[src/rtl/fixed_point_pkg.sv]
// Shared types and helpers for the fixed-point arithmetic blocks.
// Holds the divider FSM states, saturation limits and the counter width.
package fixed_point_pkg;

    typedef enum logic [1:0] {IDLE, CALC, FIX, DONE} div_state_t;

    function automatic int div_cnt_width(input int dividend_width);
        return $clog2(dividend_width + 1);
    endfunction

    localparam int DIV_CNT_W = div_cnt_width(32);

    // Limits are returned 64 bits wide; callers keep the low 'width' bits.
    function automatic logic [63:0] sat_max(input int width);
        return (64'd1 << (width - 1)) - 64'd1;
    endfunction

    function automatic logic [63:0] sat_min(input int width);
        return ~sat_max(width);
    endfunction

endpackage

[src/rtl/fixed_point_div_step.sv]
// One restoring-division iteration: shift in a dividend bit, trial-subtract,
// and keep the difference only when it did not go negative.
module fixed_point_div_step #(
    parameter int WORD_WIDTH_IN = 16
) (
    input  logic [WORD_WIDTH_IN:0]   rem_in,
    input  logic                     dividend_bit,
    input  logic [WORD_WIDTH_IN-1:0] divisor_mag,
    output logic [WORD_WIDTH_IN:0]   rem_out,
    output logic                     q_bit
);

    localparam int RW = WORD_WIDTH_IN + 1;

    always_comb begin
        q_bit   = ({rem_in, dividend_bit} >= {2'b00, divisor_mag});
        rem_out = q_bit ? RW'({rem_in, dividend_bit} - {2'b00, divisor_mag})
                        : RW'({rem_in, dividend_bit});
    end

endmodule

[src/rtl/fixed_point_div.sv]
// Sequential signed fixed-point divider: D-bit dividend by N-bit divisor,
// one quotient bit per cycle, saturating quotient, valid/ready on both sides.
module fixed_point_div
    import fixed_point_pkg::*;
#(
    parameter int WORD_WIDTH_IN  = 16,
    parameter int DIVIDEND_WIDTH = 2 * WORD_WIDTH_IN
) (
    input  logic                      clk,
    input  logic                      rst,
    input  logic                      in_valid,
    output logic                      in_ready,
    input  logic [DIVIDEND_WIDTH-1:0] dividend,
    input  logic [WORD_WIDTH_IN-1:0]  divisor,
    output logic                      out_valid,
    input  logic                      out_ready,
    output logic [WORD_WIDTH_IN-1:0]  quotient,
    output logic [WORD_WIDTH_IN-1:0]  remainder,
    output logic                      overflow,
    output logic                      div_by_zero
);

    localparam int N     = WORD_WIDTH_IN;
    localparam int D     = DIVIDEND_WIDTH;
    localparam int CNT_W = div_cnt_width(D);

    localparam logic [63:0]      SAT_MAX_W = sat_max(N);
    localparam logic [63:0]      SAT_MIN_W = sat_min(N);
    localparam logic [N-1:0]     Q_MAX     = SAT_MAX_W[N-1:0];
    localparam logic [N-1:0]     Q_MIN     = SAT_MIN_W[N-1:0];
    localparam logic [D-1:0]     POS_LIM   = D'(SAT_MAX_W);
    localparam logic [D-1:0]     NEG_LIM   = POS_LIM + D'(1);
    localparam logic [CNT_W-1:0] LAST_CNT  = CNT_W'(D - 1);

    div_state_t       state_q, state_d;
    logic [CNT_W-1:0] cnt_q, cnt_d;
    logic [D-1:0]     dvd_q, dvd_d;
    logic [N-1:0]     dvsr_q, dvsr_d;
    logic [N:0]       rem_q, rem_d;
    logic [D-1:0]     quo_q, quo_d;
    logic             neg_q, neg_d;
    logic             dvd_neg_q, dvd_neg_d;
    logic             dz_q, dz_d;
    logic [N-1:0]     quotient_q, quotient_d;
    logic [N-1:0]     remainder_q, remainder_d;
    logic             overflow_q, overflow_d;
    logic             div_by_zero_q, div_by_zero_d;

    logic [N:0]       step_rem;
    logic             step_q;

    fixed_point_div_step #(
        .WORD_WIDTH_IN (N)
    ) u_step (
        .rem_in       (rem_q),
        .dividend_bit (dvd_q[D-1]),
        .divisor_mag  (dvsr_q),
        .rem_out      (step_rem),
        .q_bit        (step_q)
    );

    always_ff @(posedge clk) begin
        if (rst) begin
            state_q       <= IDLE;
            cnt_q         <= '0;
            dvd_q         <= '0;
            dvsr_q        <= '0;
            rem_q         <= '0;
            quo_q         <= '0;
            neg_q         <= 1'b0;
            dvd_neg_q     <= 1'b0;
            dz_q          <= 1'b0;
            quotient_q    <= '0;
            remainder_q   <= '0;
            overflow_q    <= 1'b0;
            div_by_zero_q <= 1'b0;
        end else begin
            state_q       <= state_d;
            cnt_q         <= cnt_d;
            dvd_q         <= dvd_d;
            dvsr_q        <= dvsr_d;
            rem_q         <= rem_d;
            quo_q         <= quo_d;
            neg_q         <= neg_d;
            dvd_neg_q     <= dvd_neg_d;
            dz_q          <= dz_d;
            quotient_q    <= quotient_d;
            remainder_q   <= remainder_d;
            overflow_q    <= overflow_d;
            div_by_zero_q <= div_by_zero_d;
        end
    end

    always_comb begin
        state_d = state_q;
        case (state_q)
            IDLE: if (in_valid) state_d = (divisor == '0) ? FIX : CALC;
            CALC: if (cnt_q == LAST_CNT) state_d = FIX;
            FIX:  state_d = DONE;
            DONE: if (out_ready) state_d = IDLE;
            default: state_d = IDLE;
        endcase
    end

    // Operands are stored as magnitudes; signs are reapplied in FIX.
    always_comb begin
        cnt_d         = cnt_q;
        dvd_d         = dvd_q;
        dvsr_d        = dvsr_q;
        rem_d         = rem_q;
        quo_d         = quo_q;
        neg_d         = neg_q;
        dvd_neg_d     = dvd_neg_q;
        dz_d          = dz_q;
        quotient_d    = quotient_q;
        remainder_d   = remainder_q;
        overflow_d    = overflow_q;
        div_by_zero_d = div_by_zero_q;
        case (state_q)
            IDLE: begin
                if (in_valid) begin
                    dvd_d     = dividend[D-1] ? -dividend : dividend;
                    dvsr_d    = divisor[N-1] ? -divisor : divisor;
                    neg_d     = dividend[D-1] ^ divisor[N-1];
                    dvd_neg_d = dividend[D-1];
                    dz_d      = (divisor == '0);
                    rem_d     = '0;
                    quo_d     = '0;
                    cnt_d     = '0;
                end
            end
            CALC: begin
                rem_d = step_rem;
                dvd_d = {dvd_q[D-2:0], 1'b0};
                quo_d = {quo_q[D-2:0], step_q};
                cnt_d = cnt_q + CNT_W'(1);
            end
            FIX: begin
                div_by_zero_d = dz_q;
                if (dz_q) begin
                    quotient_d  = dvd_neg_q ? Q_MIN : Q_MAX;
                    remainder_d = '0;
                    overflow_d  = 1'b0;
                end else if (neg_q ? (quo_q > NEG_LIM) : (quo_q > POS_LIM)) begin
                    quotient_d  = neg_q ? Q_MIN : Q_MAX;
                    remainder_d = '0;
                    overflow_d  = 1'b1;
                end else begin
                    quotient_d  = neg_q ? -quo_q[N-1:0] : quo_q[N-1:0];
                    remainder_d = dvd_neg_q ? -rem_q[N-1:0] : rem_q[N-1:0];
                    overflow_d  = 1'b0;
                end
            end
            default: ;
        endcase
    end

    always_comb begin
        in_ready    = (state_q == IDLE);
        out_valid   = (state_q == DONE);
        quotient    = quotient_q;
        remainder   = remainder_q;
        overflow    = overflow_q;
        div_by_zero = div_by_zero_q;
    end

endmodule
[config.mk]
export PLATFORM = sky130hd
export DESIGN_NAME = fixed_point_div
export DESIGN_NICKNAME = d
export VERILOG_FILES = /design/src/rtl/fixed_point_pkg.sv /design/src/rtl/fixed_point_div_step.sv /design/src/rtl/fixed_point_div.sv
export SDC_FILE = /design/constraint.sdc
export NUM_CORES = 1
export LEC_CHECK = 0
export CAP_MARGIN = 20
export CELL_PAD_IN_SITES_DETAIL_PLACEMENT = 0
export CELL_PAD_IN_SITES_GLOBAL_PLACEMENT = 2
export CORE_MARGIN = 3
export CORE_UTILIZATION = 31
export DETAILED_ROUTE_END_ITERATION = 10
export PLACE_DENSITY_LB_ADDON = 0.08
export SLEW_MARGIN = 30
export SYNTH_ARGS = -nofsm -noshare
export SYNTH_HDL_FRONTEND = slang
export SYNTH_HIERARCHICAL = 1
export SYNTH_SLANG_ARGS = --single-unit
[constraint.sdc]
create_clock -name clk -period 2.7 [get_ports clk]
set_clock_uncertainty 0.2 [all_clocks]
set_input_delay 0.54 -clock clk [delete_from_list [all_inputs] [get_ports clk]]
set_output_delay 0.54 -clock clk [all_outputs]
set_load 0.01 [all_outputs]
==> metrics.yaml <==
cts:
  h-tree-depth: 4
  hold_buffers: 0
  insertion_delay_ns: 0.42
  ctsLongestPathBuffers: 2
  numCtsBuffers: 17
  clock-root-buffer: "clkbuf_16"
  cts_tree: "built"
  cts_sinks: 142
  clkTransAtPathRegs_ns: 0.07
setup_path:
  critical_path_class: "reg -> reg"
  worstPathRequired_ns: 2.77
  rr_worst_depth: 12
  cp_max_fo: 9
  worstPathCellList: "inv_2 > ha_4 > inv_2 > fa_2 > a21o_1 > a221o_1 > o211ai_2 > nand3_4 > buf_8 > mux2_2 > a22oi_2 > nor2_1"
  slowest_stage: "a221o_1"
  slowest_delay_ns: 0.37
  crit_path_end_kind: "register"
  cp.arrival_ns: 2.90
  critPathMostFrequentCell: "inv_2"
  cp-start-kind: "register"
grt:
  grt_usage_pct: 17.7
  grt_max_degree: 139
  overflow: 0
  antenna_found_initial: 0
  grt_pass1_vias: 7965
  grt_pass1_wl_um: 41700
status:
  status: "finished, violations left"
  violations: "negative setup slack"
route:
  vias: 8035
  dr.first_iter.drc_count: 537
  postRouteAntennaNets: 0
  drc: 0
  vias_per_cell: 5.19
  wl_um: 25600
  firstDrtPassIters: 5
  wire_per_inst_um: 16.5
cells_and_area:
  mostFrequentLayoutCell: "dfxtp_1"
  stdcell_area_um2: 11200
  syn2layout_area_growth_pct: 34.7
  utilization_pct: 42.6
  fillers: 2698
  final_cell_mix: "140 x dfxtp_1, 122 x nor2_1, 122 x buf_4, 77 x clkdlybuf4s50_1, 73 x nand2_1"
  finalNetCount: 1278
  diodes: 0
  drive_gt1_share_pct: 18.8
sta:
  post-route-period-util_pct: 105
  drv_slew: 0
  slew_headroom_pct: 48.8
  max_freq_mhz: 354
  finalHoldViolations: 0
  tightest_slew_ns: 0.769
  min_period_ns: 2.83
  rsz0062_at_grt: "yes"
  setup_violations: 15
  setup_ws_ns: -0.129
  setup_tns_ns: -1.32
  whs_ns: 0.251
worst_hold_path:
  hold_class: "reg -> reg"
  whs_path_depth: 2
power_and_ir_drop:
  ir_worst_vdd_mv: 0.424
  total_power_mw: 9.91
  power.density_nw_per_um2: 888
  p_leak_nw: 4.37
floorplanning:
  io-pin-count: 88
  die_h_um: 170
  die_area_um2: 28700
  coreArea_um2: 26200
  initial_core_util_pct: 31.6
  die_width_um: 170
  rows: 59
place:
  dp_hpwl_um: 18100
  port_buffers: 87
  dpl_cell_area_um2: 10400
  routabilityCongestion: 0.802
logic_synthesis:
  synth_xor_area_share_pct: 7.92
  yosys.area_share.adder_pct: 4.01
  synth-edff-count: 0
  ys_seq_area_share_pct: 34.3
  synth_top_family_by_area: "compound AO/OA/AOI/OAI gates"
  synthSimpleGateAreaFrac_pct: 19.5
  synth.distinct_cells: 68
  syn-cell-area_um2: 8290
  ys_ff_latch: 142
  syn_inst: 1034
  syn_nets: 1112
  async_reset_ff_share_pct: 0
  synthMuxAreaShare_pct: 2.04
  synth_compound_area_share_pct: 26.4
  ys_warn_count: 6
  avgSynthCellArea_um2: 8.02
  synthFlopType: "dfxtp_1"
job:
  cap_violations: 0
## report_power, final
| group | leakage (nW) | switching (mW) | internal (mW) |
|---|---|---|---|
| Clock | 0.275 | 0.988 | 1.39 |
| Combinational | 2.94 | 2.63 | 2.31 |
| Sequential | 1.16 | 0.185 | 2.42 |
| Total | 4.37 | 3.80 | 6.11 |
## stage by stage
step / worst slack (ns) / instances
after floorplan: -0.0605 / 1034
after global placement: -0.541 / 1510
after detailed placement: -0.550 / 1510
after CTS: -0.142 / 1544
after global routing: -0.256 / 1547
final: -0.129 / 1547
## cells by family after synthesis
logic type,count (synthesis)
AO/OA/AOI/OAI,322
flip-flops,142
XOR/XNOR,75
buffers and inverters,123
adder cells (fa/ha/maj),26
multiplexers,15
AND/OR/NAND/NOR,331
## routing by layer
metal / vias to the layer above / track usage [%] / wire length (µm)
met4: 0 / 3.84 / 161
met5: - / 0 / 0
met2: 103 / 28.7 / 11600
met1: 3828 / 25.0 / 13200
met3: 11 / 2.91 / 570
li1: 4093 / - / -
## cell type report
type                       count  area [µm²]  area share, %
inverter                      46         173           1.55
sequential                   142        2850           25.5
clock inverter                13         140           1.26
timing repair buffer         223        2030           18.1
clock buffer                  18         439           3.93
tap                          335         419           3.75
multi-input combinational    770        5120           45.9
## synth_stat cells, drive strengths merged (22+ instances only)
| library cell | count | area (µm²) |
|---|---|---|
| o21ai | 50 | 250 |
| inv | 45 | 169 |
| o31ai | 22 | 165 |
| a22oi | 64 | 480 |
| nand2 | 73 | 274 |
| ha | 25 | 313 |
| a211oi | 26 | 195 |
| a21oi | 73 | 365 |
| nor2 | 126 | 473 |
| dfxtp | 142 | 2840 |
| xor2 | 43 | 377 |
| xnor2 | 32 | 280 |
| clkbuf | 62 | 233 |
## state kept, by name, indices dropped and copies added, names as in the netlist
name / count
dvd_neg_q: 1
rem_q: 17
quotient: 16
neg_q: 1
div_by_zero: 1
overflow: 1
dvd_q: 32
quo_q: 32
cnt_q: 6
dz_q: 1
state_q: 2
remainder: 16
dvsr_q: 16
## path summary, 6_finish.rpt
path / slack, ns / to / start
worst max-delay path: -0.13 / rem_q[6]$_SDFFE_PP0P_ / dvd_q[31]$_SDFFE_PP0P_
worst min-delay path: 0.25 / dvd_q[10]$_SDFFE_PP0P_ / dvd_q[10]$_SDFFE_PP0P_
worst max register to register: -0.13 / rem_q[6]$_SDFFE_PP0P_ / dvd_q[31]$_SDFFE_PP0P_
worst min register to register: 0.25 / dvd_q[10]$_SDFFE_PP0P_ / dvd_q[10]$_SDFFE_PP0P_
## what timing repair did
| item | CTS | global route |
|---|---|---|
| gates resized for setup | 19 | 29 |
| hold endpoints to repair | 0 | 0 |
| setup endpoints to repair | 25 | 28 |
| buffers inserted | 4 | 2 |
| pin swaps | 10 | 13 |
| cloned | 0 | 1 |
## worst max-delay path, delay by kind of cell (launching register included)
family | cells | cell delay (ns)
AO/OA/AOI/OAI | 4 | 0.94
adder cells (fa/ha/maj) | 2 | 0.48
flip-flops | 1 | 0.34
buffers and inverters | 3 | 0.29
multiplexers | 1 | 0.28
AND/OR/NAND/NOR | 2 | 0.18
Power figures use the tool's default switching activity.
